`src/rtl/aes_io_pkg.sv`:
```
// Shared constants and state encoding for the AES byte-serial I/O stages.
package aes_io_pkg;

  localparam int unsigned AES_BLOCK_BYTES = 16;
  localparam int unsigned BYTE_W          = 8;

  typedef enum logic {
    S_IDLE = 1'b0,
    S_SEND = 1'b1
  } state_e;

endpackage

```
`src/rtl/aes_byte_serializer.sv`:
```
// Block shift register with byte down-counter; presents the top byte as dout.
module aes_byte_serializer
  import aes_io_pkg::*;
#(
  parameter int unsigned NBYTES = AES_BLOCK_BYTES
) (
  input  logic                     clk,
  input  logic                     rst_,
  input  logic                     active_i,
  input  logic                     load_i,
  input  logic                     shift_i,
  input  logic [NBYTES*BYTE_W-1:0] data_i,
  output logic [BYTE_W-1:0]        dout_o,
  output logic                     dout_valid_o,
  output logic                     dout_last_o
);

  localparam int unsigned W     = NBYTES * BYTE_W;
  localparam int unsigned CNT_W = $clog2(NBYTES);

  logic [W-1:0]     sreg_q, sreg_d;
  logic [CNT_W-1:0] cnt_q, cnt_d;

  always_ff @(posedge clk or negedge rst_) begin
    if (!rst_) begin
      sreg_q <= '0;
      cnt_q  <= '0;
    end else begin
      sreg_q <= sreg_d;
      cnt_q  <= cnt_d;
    end
  end

  // A load wins over a shift: the final transfer of a block may reload in the same cycle.
  always_comb begin
    sreg_d = sreg_q;
    cnt_d  = cnt_q;
    if (load_i) begin
      sreg_d = data_i;
      cnt_d  = CNT_W'(NBYTES - 1);
    end else if (shift_i) begin
      sreg_d = {sreg_q[W-BYTE_W-1:0], BYTE_W'(0)};
      cnt_d  = cnt_q - CNT_W'(1);
    end
  end

  assign dout_o       = sreg_q[W-1 -: BYTE_W];
  assign dout_valid_o = active_i;
  assign dout_last_o  = active_i && (cnt_q == '0);

endmodule

```
`src/rtl/output_interface.sv`:
```
// Byte-serial ciphertext output stage, MSB first, with sticky overflow flag.
// OUTPUT_INTERFACE_BUFFER_EN adds a one-block holding register behind the shift register.
module output_interface
  import aes_io_pkg::*;
#(
  parameter int unsigned NBYTES = AES_BLOCK_BYTES
) (
  input  logic                clk,
  input  logic                rst_,
  input  logic [NBYTES*8-1:0] cipher_in,
  input  logic                engine_done,
  output logic [7:0]          dout,
  output logic                dout_valid,
  input  logic                dout_ack,
  output logic                dout_last,
  output logic                busy,
  output logic                overflow,
  input  logic                ovf_clr
);

  localparam int unsigned W = NBYTES * BYTE_W;

  state_e       state_q, state_d;
  logic         overflow_q, overflow_d;
  logic         xfer_c, last_xfer_c;
  logic         load_c, load_buf_c, shift_c, drop_c;
  logic [W-1:0] load_data_c;
  logic         buf_full;
  logic [W-1:0] buf_data;
  logic         buf_push_c;

  assign xfer_c      = (state_q == S_SEND) && dout_ack;
  assign last_xfer_c = xfer_c && dout_last;

`ifdef OUTPUT_INTERFACE_BUFFER_EN
  logic         buf_full_q, buf_full_d;
  logic [W-1:0] buf_data_q, buf_data_d;

  // Capture when empty and the shift register stays busy, or when full and draining into it.
  assign buf_push_c = engine_done && (state_q == S_SEND) && (buf_full_q == last_xfer_c);

  always_ff @(posedge clk or negedge rst_) begin
    if (!rst_) begin
      buf_full_q <= 1'b0;
      buf_data_q <= '0;
    end else begin
      buf_full_q <= buf_full_d;
      buf_data_q <= buf_data_d;
    end
  end

  always_comb begin
    buf_full_d = buf_full_q;
    buf_data_d = buf_data_q;
    if (buf_push_c) begin
      buf_full_d = 1'b1;
      buf_data_d = cipher_in;
    end else if (last_xfer_c && buf_full_q) begin
      buf_full_d = 1'b0;
    end
  end

  assign buf_full = buf_full_q;
  assign buf_data = buf_data_q;
`else
  assign buf_full   = 1'b0;
  assign buf_data   = '0;
  assign buf_push_c = 1'b0;
`endif

  always_ff @(posedge clk or negedge rst_) begin
    if (!rst_) begin
      state_q    <= S_IDLE;
      overflow_q <= 1'b0;
    end else begin
      state_q    <= state_d;
      overflow_q <= overflow_d;
    end
  end

  always_comb begin
    state_d    = state_q;
    overflow_d = overflow_q;
    load_c     = 1'b0;
    load_buf_c = 1'b0;
    shift_c    = 1'b0;
    drop_c     = 1'b0;
    unique case (state_q)
      S_IDLE: begin
        if (engine_done) begin
          load_c  = 1'b1;
          state_d = S_SEND;
        end
      end
      S_SEND: begin
        shift_c = xfer_c;
        if (last_xfer_c) begin
          if (buf_full) begin
            load_c     = 1'b1;
            load_buf_c = 1'b1;
          end else if (engine_done) begin
            load_c = 1'b1;
          end else begin
            state_d = S_IDLE;
          end
        end
        // A result neither loaded directly nor buffered is lost.
        if (engine_done && !(last_xfer_c && !buf_full) && !buf_push_c) begin
          drop_c = 1'b1;
        end
      end
    endcase
    if (ovf_clr) overflow_d = 1'b0;
    if (drop_c)  overflow_d = 1'b1;
  end

  assign load_data_c = load_buf_c ? buf_data : cipher_in;

  aes_byte_serializer #(
    .NBYTES (NBYTES)
  ) u_ser (
    .clk          (clk),
    .rst_         (rst_),
    .active_i     (state_q == S_SEND),
    .load_i       (load_c),
    .shift_i      (shift_c),
    .data_i       (load_data_c),
    .dout_o       (dout),
    .dout_valid_o (dout_valid),
    .dout_last_o  (dout_last)
  );

  assign busy     = (state_q == S_SEND) || buf_full;
  assign overflow = overflow_q;

endmodule

```
`config.mk`:
```
export PLATFORM = sky130hd
export DESIGN_NAME = output_interface
export DESIGN_NICKNAME = d
export VERILOG_FILES = /design/src/rtl/aes_io_pkg.sv /design/src/rtl/aes_byte_serializer.sv /design/src/rtl/output_interface.sv
export SDC_FILE = /design/constraint.sdc
export NUM_CORES = 1
export LEC_CHECK = 0
export ABC_AREA = 1
export CELL_PAD_IN_SITES_DETAIL_PLACEMENT = 0
export CELL_PAD_IN_SITES_GLOBAL_PLACEMENT = 2
export CORE_ASPECT_RATIO = 0.6
export CORE_MARGIN = 3
export CORE_UTILIZATION = 31
export DETAILED_ROUTE_END_ITERATION = 10
export GPL_TIMING_DRIVEN = 0
export HOLD_SLACK_MARGIN = 0.02
export PLACE_DENSITY = 0.95
export SYNTH_ARGS = -nofsm -noshare
export SYNTH_HDL_FRONTEND = slang
export SYNTH_SLANG_ARGS = --single-unit
```
`constraint.sdc`:
```
create_clock -name clk -period 4.14 [get_ports clk]
set_clock_uncertainty 0.15 [all_clocks]
set_input_delay 0.828 -clock clk [delete_from_list [all_inputs] [get_ports clk]]
set_output_delay 0.828 -clock clk [all_outputs]
set_load 0.01 [all_outputs]
```
Word-level counts from Yosys, hierarchy flattened

Cells that the tools add are included.

Register bits: 134
Output and inout bits: 12
Input bits: 133

Multiplexer cells: 14
Reductions and logical operators: 8
$add $sub $neg: 1
Bitwise gates (word level): 1

Operator list:

| operator            | number |
|---|---|
| $mux 128            | 2 |
| $mux 1              | 8 |
| $mux 4              | 2 |
| $logic_and 1x1->1   | 4 |
| $logic_not 4->1     | 1 |
| $pmux 1 s2          | 2 |
| $reduce_bool 2->1   | 2 |
| $sub 4x1->4 const B | 1 |
| $logic_not 1->1     | 1 |
| $not 1->1           | 1 |

Logic depth before layout (Yosys ltp)

Word-level depth: 8
Mapped depth: 11

By module

A second synthesis with hierarchy kept.

Cells, all modules: 714
Area, all modules: 5,855.6 sq um

By module, submodules not included:

| module              | area an instance (sq um) | cells an instance | instances |
|---|---|---|---|
| aes_byte_serializer | 5,755.5                  | 701               | 1 |
| output_interface    | 100.1                    | 13                | 1 |

Least setup slack after synthesis

OpenSTA, ideal clock, no wires.

Path kind: input port to flip-flop
Start point: input engine_done
End point: register u_ser.sreg_q[100]
Arrival: 1.720 ns
Required time: 3.873 ns
Stages: 9
Path slack: 2.153 ns
Path through: inv_2 or2_1 clkbuf_1 nand2_4 inv_2 buf_2 buf_2 nand2_1 nand2_1

Longest elaborated chain between the ends: 4

RTL lines:

| what                                          | RTL line                                        | source |
|---|---|---|
| start, declared                               | output_interface.sv:11                          | `input logic engine_done,` |
| $mux 1 *                                      | output_interface.sv:90, output_interface.sv:101 |  |
| $mux 1                                        | output_interface.sv:97                          | `if (last_xfer_c) begin` |
| $pmux 1 s2 *                                  | output_interface.sv:88                          | `unique case (state_q)` |
| $mux 128 or $reduce_bool 2->1 (tied branches) | -                                               |  |
| end signal, assigned                          | aes_byte_serializer.sv:29                       | `sreg_q <= sreg_d;` |
| end, declared                                 | aes_byte_serializer.sv:21                       | `logic [W-1:0] sreg_q, sreg_d;` |

Mark *: on every way between the ends. The rest lies on a longest branch, timed or not.
A chain may end at the register's enable or synchronous reset.

Worst setup path in the final report

Start point: register u_ser.cnt_q[0]
End point: output dout_last

Longest elaborated chain between the ends: 2

RTL lines:

| what                   | RTL line                  | source |
|---|---|---|
| start, declared        | aes_byte_serializer.sv:22 | `logic [CNT_W-1:0] cnt_q, cnt_d;` |
| start signal, assigned | aes_byte_serializer.sv:30 | `cnt_q <= cnt_d;` |
| $logic_not 4->1        | aes_byte_serializer.sv:49 | `assign dout_last_o = active_i && (cnt_q == '0);` |
| $logic_and 1x1->1      | aes_byte_serializer.sv:49 |  |
| end, declared          | output_interface.sv:15    | `output logic dout_last,` |

Every way passes these cells.

==> results.md <==
* Die footprint at 26740 um^2
* Grt total ovfl at 0
* Area taken by multi-input logic gates at 2935 um^2
* Routed vias/inst at 4.615
* Syn Std Cell Area at ~7700 um^2
* Drt wl/cell at 14.24 um
* Highest Signal Layer: met4
* RSZ-0062 raised after global routing: no
* Max-Cap Viols at 0
* First-pass GRT wire length at 37390 um
* I/O pin count at 145
* Worst-Skew Late Latency at roughly 0.43 ns
* Longest Clk Path Bufs at 2
* Pin count of the biggest net entering global routing at 88
* R2R depth at 10
* Crit Reg-Reg Endpoint: u_ser.sreg_q[53]
* Total power at 5270 uW
* WP data arrival at a little under 2 ns
* Final Cycle Share at around 72%
* Clk sinks at between 100 and 150
* Hold crit path type: input port to asynchronous set/reset pin
* M1 wire length at 12590 um
* Largest cells by area after synthesis: dfrtp_1, nand3_1, nand2_1, inv_1, buf_2
* DRC at 0
* DIE HEIGHT at 127.9 um
* Sequential cell area at about 3400 um^2
* Peak supply drop at 257.7 uV
* Cell count after synthesis at 1117
* Critical path cell sequence: inv_1, ha_1, nand2_1, nor3_1, clkdlybuf4s50_1
* Setup TNS at 0 ns
* Layout cells sized above 1 at 7.032%
* Crit-path slowest cell: clkdlybuf4s50_1
* Outcome: complete, no violations
* Setup Buffers After CTS at 0
* Final setup fails at 0
* Fillers at 2481
* Fin. Hold Viols at 0
* Cell Pwr Density at a little over 500 nW/um^2
* FMAX at 337.8 MHz
* Hpwl dp at around 17000 um
* Post-Synthesis Net Count at ~1300
* Chip width at 209.1 um
* Num CTS Buffers at 17
* Critical Path Fanout Max at 3
* PortBufs at 144
* Slew Viols, Final at 0
* Fin crit period at 2.960 ns
* Site Rows at 43
* Setup WS pre-CTS at approximately 0.96 ns
* Cts repair resizes at 0
* Register-to-register setup slack at 1.90 ns
* Nets at 1416
* Metal2 WL at 8876 um
* Final wirelength at 22920 um
* CTS tree: yes
* Cell taking the most area after synthesis: dfrtp_1
* GPL Wtd Cong at 0.8677
* Synthesized flop and latch total at 134
* Worst-Margin Slew at a little over 0.7 ns
* Synthesis-to-finish area growth at 32.21%
* Critical Path RT at 3.16 ns
* All-layer global routing usage at roughly 17%
* Number of routed nets with antenna violations at 0
* Crit path launch type: flop
* Top-area cell type share of the netlist area at 43.71%
* TritonRoute pass-1 iters at 7
* Core area at 23730 um^2
* Vias at about 7400
* CTS HTree Levels at 4
* Initial Utilization at 32.34%
* Routed met3 length at 1217 um
* Critical setup path kind: flop to output pin
* Critical path's largest stage delay at 0.60 ns
* Vias in the first global route at approximately 7000
* Initial drt markers at between 500 and 600
* Reg clk slew, reported paths at 0.06 ns
* Diodes inserted at 0
* Post-Syn Area per Cell at 6.869 um^2
* CTS Hold Buffers Added at 0
* Sequential share of the synthesized area at 43.71%
* Initial antenna violation count at 0
* R2R Path Start: u_ser.cnt_q[0]
* P_leak at 0.005639 uW
* Worst setup EP type: output pin
* Clock root buffer: clkbuf_16
* Setup slack after layout at between 1 and 1.5 ns
* Yosys Warn Count at 0
* Relative slew slack at 51.91%
* Post-synthesis cell type count at 19
## cell usage after synthesis
library cell,instances
xor2_1,1
nor3_1,2
o22ai_1,1
nor2_1,1
buf_1,5
nand4_1,1
buf_4,18
nand2_1,253
or2_1,1
or2_2,1
buf_2,35
nand2_4,1
dfrtp_1,134
o21ai_0,8
clkbuf_1,33
inv_1,246
nand3_1,372
inv_2,2
ha_1,2
## power breakdown
| group | switching [uW] | leakage (uW) | internal, uW |
|---|---|---|---|
| Sequential | 274 | 0.00181 | 1800 |
| Clock | 606 | 0.000291 | 974 |
| Combinational | 886 | 0.00354 | 730 |
| Total | 1770 | 0.00564 | 3500 |
## cells by family (layout without fill, tap and decap cells)
group           Yosys count  in the layout  share of synthesized area, %
simple gates            632            632                         37.21
buf+inv                 339            516                         18.04
flops                   134            134                         43.71
compound gates            9              9                        0.6035
fa+ha+maj                 2              2                        0.3261
xor+xnor                  1              1                        0.1142
## stage by stage
step,hold WS (ns),cells,instance area [um^2],util [%]
after global placement,0.3119,1576,9508,40.07
after detailed placement,0.3153,1577,9537,40.19
after floorplan,0.2991,1117,7672,-
final,0.1834,1609,10140,42.75
after CTS,0.1910,1609,10140,42.75
after global routing,0.2115,1609,10140,42.75
## metal layers
| layer | global-route usage, % | vias to the layer above |
|---|---|---|
| li1 | - | 3769 |
| met1 | 28.09 | 3453 |
| met2 | 22.77 | 184 |
| met3 | 3.962 | 19 |
| met4 | 4.445 | 0 |
| met5 | 0 | - |
## worst max path at each step
stage,start,to,slack (ns),cells past startpoint
final,u_ser.cnt_q[0],dout_last,1.18,5
after global routing,u_ser.cnt_q[0],dout_last,1.15,5
after CTS,u_ser.cnt_q[0],dout_last,1.20,5
after detailed placement,engine_done,u_ser.sreg_q[43],0.96,6
after global placement,rst_,u_ser.sreg_q[104],-3.65,1
after floorplan,engine_done,u_ser.sreg_q[100],2.15,9
## worst max-delay path, delay by kind of cell (launching register included)
family / cells / cell delay (ns)
buffers and inverters: 2 / 0.71
and+or+nand+nor: 2 / 0.30
adders and majority gates: 1 / 0.15
DFF: 1 / 0.40
## flip-flops by register name, summed over array words and instances, names as in the netlist
signal / cells
overflow: 1
u_ser.cnt_q: 4
busy: 1
u_ser.sreg_q: 128
## area by class of cell
cell class,count,share of cell area (%)
Timing Repair Buffer,145,14.49
Buffer,91,4.465
Tap cell,315,3.886
Clock inverter,13,1.517
Sequential cell,134,33.06
Multi-Input combinational cell,644,28.94
Clock buffer,19,4.465
Inverter,248,9.177
## cells in the final DEF (no fill, tap or decap)
cell type and instances:
buf_1 5, buf_16 1, buf_2 35, buf_4 18, buf_6 1, bufinv_16 3, clkbuf_1 33, clkbuf_16 17
clkbuf_8 2, clkdlybuf4s50_1 143, clkinv_2 5, clkinvlp_4 4, dfrtp_1 134, ha_1 2, inv_1 246, inv_2 2
inv_6 1, nand2_1 253, nand2_4 1, nand3_1 372, nand4_1 1, nor2_1 1, nor3_1 2, o21ai_0 8
o22ai_1 1, or2_1 1, or2_2 1, xor2_1 1
(Power assumes the default switching activity.)
==> RTL change 1: new RTL, same settings <==
The package constant `AES_BLOCK_BYTES` goes from 16 to 8.
--- a/src/rtl/aes_io_pkg.sv
+++ b/src/rtl/aes_io_pkg.sv
@@ -1,7 +1,7 @@
 // Shared constants and state encoding for the AES byte-serial I/O stages.
 package aes_io_pkg;
 
-  localparam int unsigned AES_BLOCK_BYTES = 16;
+  localparam int unsigned AES_BLOCK_BYTES = 8;
   localparam int unsigned BYTE_W          = 8;
 
   typedef enum logic {
Ports: changed (resized cipher_in); port bits go from 145 to 81. The function was not compared with the original's and may differ.
==> RTL change 1 against the unedited design <==
Clock power shrank 52%. Setup slack gained 0.24 ns. Wire length shrank 51%. Register-to-register slack gained 0.39 ns. Sequential cell count shrank 65. Fmax grew 8.8%. Final cell count shrank 49%. Synthesized area shrank 49%. Total power shrank 45%. Hold slack gained 0.14 ns. Sequential power shrank 49%. Die area shrank 47%. Final area shrank 48%.
==> RTL change 1: results (changes against the unedited design) <==
| Metric | Value |
|---|---|
| F_max | 367.4 MHz (+8.8%) |
| Sw Ratio | 35.34% (+1.8 points) |
| WL/cell | 13.69 um (-3.9%) |
| Worst skew pair latency | 0.33 ns (-0.10 ns) |
| Critical Path Max Stage Delay | 0.55 ns (-0.05 ns) |
| Seq/total area | 32.96% (-0.099 points) |
| Non-CTS buffers | 128 (-46%) |
| Multi-input gate share of total cell area | 28.02% (-0.92 points) |
| Setup WS pre-CTS | 1.464 ns (+0.5028 ns) |
| Post-layout nets | 717 (-49%) |
| Placed cell area | 4945 um2 (-48%) |
| Complex-gate fraction of the synthesized area | 1.461% (+0.86 points) |
| Buffering overhead | 20.95% (+2.0 points) |
| Multi-input gate area | 1468 um2 (-50%) |
| Layout cells sized above 1 | 8.602% (+1.6 points) |
| Synth area leaders | dfrtp_1 44%, nand3_1 23%, nand2_1 12% |
| H-tree levels | 3 (-1) |
| # placed instances | 800 (-49%) |
| DRT iter0 DRCs | 282 (-51%) |
| Status | completed |
| Post-Synth XOR/XNOR Area | 0.2223% (+0.11 points) |
| Non-clk invs | 119 (-52%) |
| Buffers on Ports | 80 (-44%) |
| First-pass GRT wire length | 18590 um (-50%) |
| Number of global-route vias before repair | 3752 (-47%) |
| Netlist cell types | 17 (-2) |
-- RTL change 1: power by group through the flow --
stage | logic, mW | clock network [mW] | registers [mW]
after floorplan | 0.745 | 0 | 1.02
after global routing | 1.25 | 0.811 | 1.08
after global placement | 1.08 | 0 | 1.05
after detailed placement | 1.09 | 0 | 1.06
after CTS | 1.10 | 0.778 | 1.05
final | 1.09 | 0.762 | 1.06
-- RTL change 1: routing by layer --
| layer | up-vias | wire length, um | GRT usage [%] |
|---|---|---|---|
| li1 | 1885 | - | - |
| met1 | 1753 | 5997 | 25.77 |
| met2 | 110 | 4341 | 23.38 |
| met3 | 10 | 743 | 4.310 |
| met4 | 0 | 87 | 3.886 |
| met5 | - | 0 | 0 |
==> RTL change 2: new RTL, same flow settings <==
Made on the original files. Register the output `overflow` once more, cleared by the reset; this adds one clock of latency there. The other outputs are not delayed to match.
--- a/src/rtl/output_interface.sv
+++ b/src/rtl/output_interface.sv
@@ -131,7 +131,13 @@
   );
 
   assign busy     = (state_q == S_SEND) || buf_full;
-  assign overflow = overflow_q;
+  always_ff @(posedge clk or negedge rst_) begin
+    if (!rst_) begin
+      overflow <= '0;
+    end else begin
+      overflow <= overflow_q;
+    end
+  end
 
 endmodule
 
Behaviour: not the same (a bounded check fails within 4 cycles, from zero or initial values and one cycle with rst_ low).
==> RTL change 2 against the unedited design <==
Sequential cell count up 1. Critical path depth did not move. Wire length grew 0.43%. Setup slack better by 0.051 ns. Via count did not move. Critical endpoint unchanged. Synthesized area about the same. Final area increased by 0.11%. Total power is 0.77% higher.
==> RTL change 2: results (changes against the unedited design) <==
| Metric | Value |
|---|---|
| Critical Path AT | 1.93 ns (-0.05 ns) |
| Synth area leaders | dfrtp_1 44%, nand3_1 24%, nand2_1 12% |
| Leakage | 5.652 nW (+0.24%) |
| Maximum VDD drop | 0.2101 mV (-18%) |
| Drt first pass iters | 5 (-2) |
| Worst-margin pin slew | 0.7142 ns (-0.007099 ns) |
| Final Wtd Congestion | 0.8316 (-4.2%) |
| Worst Hold Class | reg2reg |
| Largest net degree at the start of global routing | 72 (-18%) |
| Post-layout nets | 1417 (+0.071%) |
| Syn nets | 1253 (+0.080%) |
| DP HPWL | 16940 um (-0.71%) |
| WL/cell | 14.30 um (+0.37%) |
| # placed instances | 1578 (+0.063%) |
| Synth Area in Adders | 0.3262% (about the same) |
| Final wirelength | 23020 um (+0.43%) |
| Buffers on Ports | 144 (unchanged) |
| DRT iter0 DRCs | 626 (+9.1%) |
| Status | completed |
| Critical Path Max Stage Delay | 0.58 ns (-0.02 ns) |
| Layout cells sized above 1 | 6.795% (-0.24 points) |
| First-pass GRT wire length | 38010 um (+1.6%) |
| Number of global-route vias before repair | 7158 (+0.66%) |
| CP max FO | 3 (unchanged) |
| Num CTS Buffers | 17 (unchanged) |
| Postcts setup bufs | 0 (unchanged) |
| Synth top cells by count | 372 x nand3_1, 253 x nand2_1, 246 x inv_1 |
| Total GRT Usage | 17.80% (+0.39 points) |
| Post-Synth XOR/XNOR Area | 0.1142% (about the same) |
| Filler Cells Inserted | 2480 (-0.040%) |
| Clock root cell | clkbuf_16 |
| Initial antenna violation count | 0 (unchanged) |
| Complex-gate fraction of the synthesized area | 0.6035% (about the same) |
| Antenna cells | 0 (unchanged) |
| Sequential fraction of the synthesis area | 44.04% (+0.33 points) |
| Avg Cell Area, Syn | 6.861 um2 (-0.11%) |
[RTL change 2: final cells by class]
cell class | count | area share (%)
tap | 315 | 3.881
buffer | 91 | 4.251
inverter | 248 | 9.167
sequential | 135 | 33.27
timing repair buffer | 145 | 14.48
multi-input combinational | 644 | 28.86
clock inverter | 8 | 1.158
clock buffer | 24 | 4.941
[RTL change 2: final timing paths]
path	startpoint	endpoint	slack (ns)	depth (start not counted)
min in group asynchronous	rst_	u_ser.sreg_q[35]$_DFFE_PN0P_	0.26	1
hold / removal	overflow_q$_DFFE_PN0P_	overflow$_DFF_PN0_	0.23	0
max in group asynchronous	rst_	u_ser.sreg_q[87]$_DFFE_PN0P_	2.79	2
setup reg to reg	u_ser.cnt_q[1]$_DFFE_PN0P_	u_ser.sreg_q[61]$_DFFE_PN0P_	1.71	11
hold reg to reg	overflow_q$_DFFE_PN0P_	overflow$_DFF_PN0_	0.23	0
setup / recovery	u_ser.cnt_q[1]$_DFFE_PN0P_	dout_last	1.23	5
[RTL change 2: power breakdown]
group	internal [mW]	leakage, nW	switching [mW]
Clock	1.02	0.306	0.589
Sequential	1.81	1.82	0.278
Combinational	0.725	3.53	0.884
Total	3.56	5.65	1.75
[RTL change 2: cells by family after synthesis]
family	count (synthesis)
compound gates	9
xor+xnor	1
fa+ha+maj	2
buf+inv	339
flops	135
simple gates	632
[RTL change 2: per-stage QoR]
step           worst slack (ns)  setup TNS, ns  instance area [um2]  util [%]
2_1_floorplan             2.145              0                 7671         -
3_3_place_gp             -3.750        -504.23                 9507     40.07
3_5_place_dp              1.051              0                 9535     40.19
4_1_cts                   1.179              0                10150     42.80
5_1_grt                   1.058              0                10150     42.80
6_report                  1.231              0                10150     42.80
[RTL change 2: routing by layer]
| metal | wire length, um | track usage, % | vias to the layer above |
|---|---|---|---|
| met2 | 8692 | 23.23 | 190 |
| met1 | 12760 | 29.13 | 3451 |
| met5 | 0 | 0 | - |
| li1 | - | - | 3771 |
| met3 | 1398 | 4.011 | 13 |
| met4 | 168 | 3.659 | 0 |
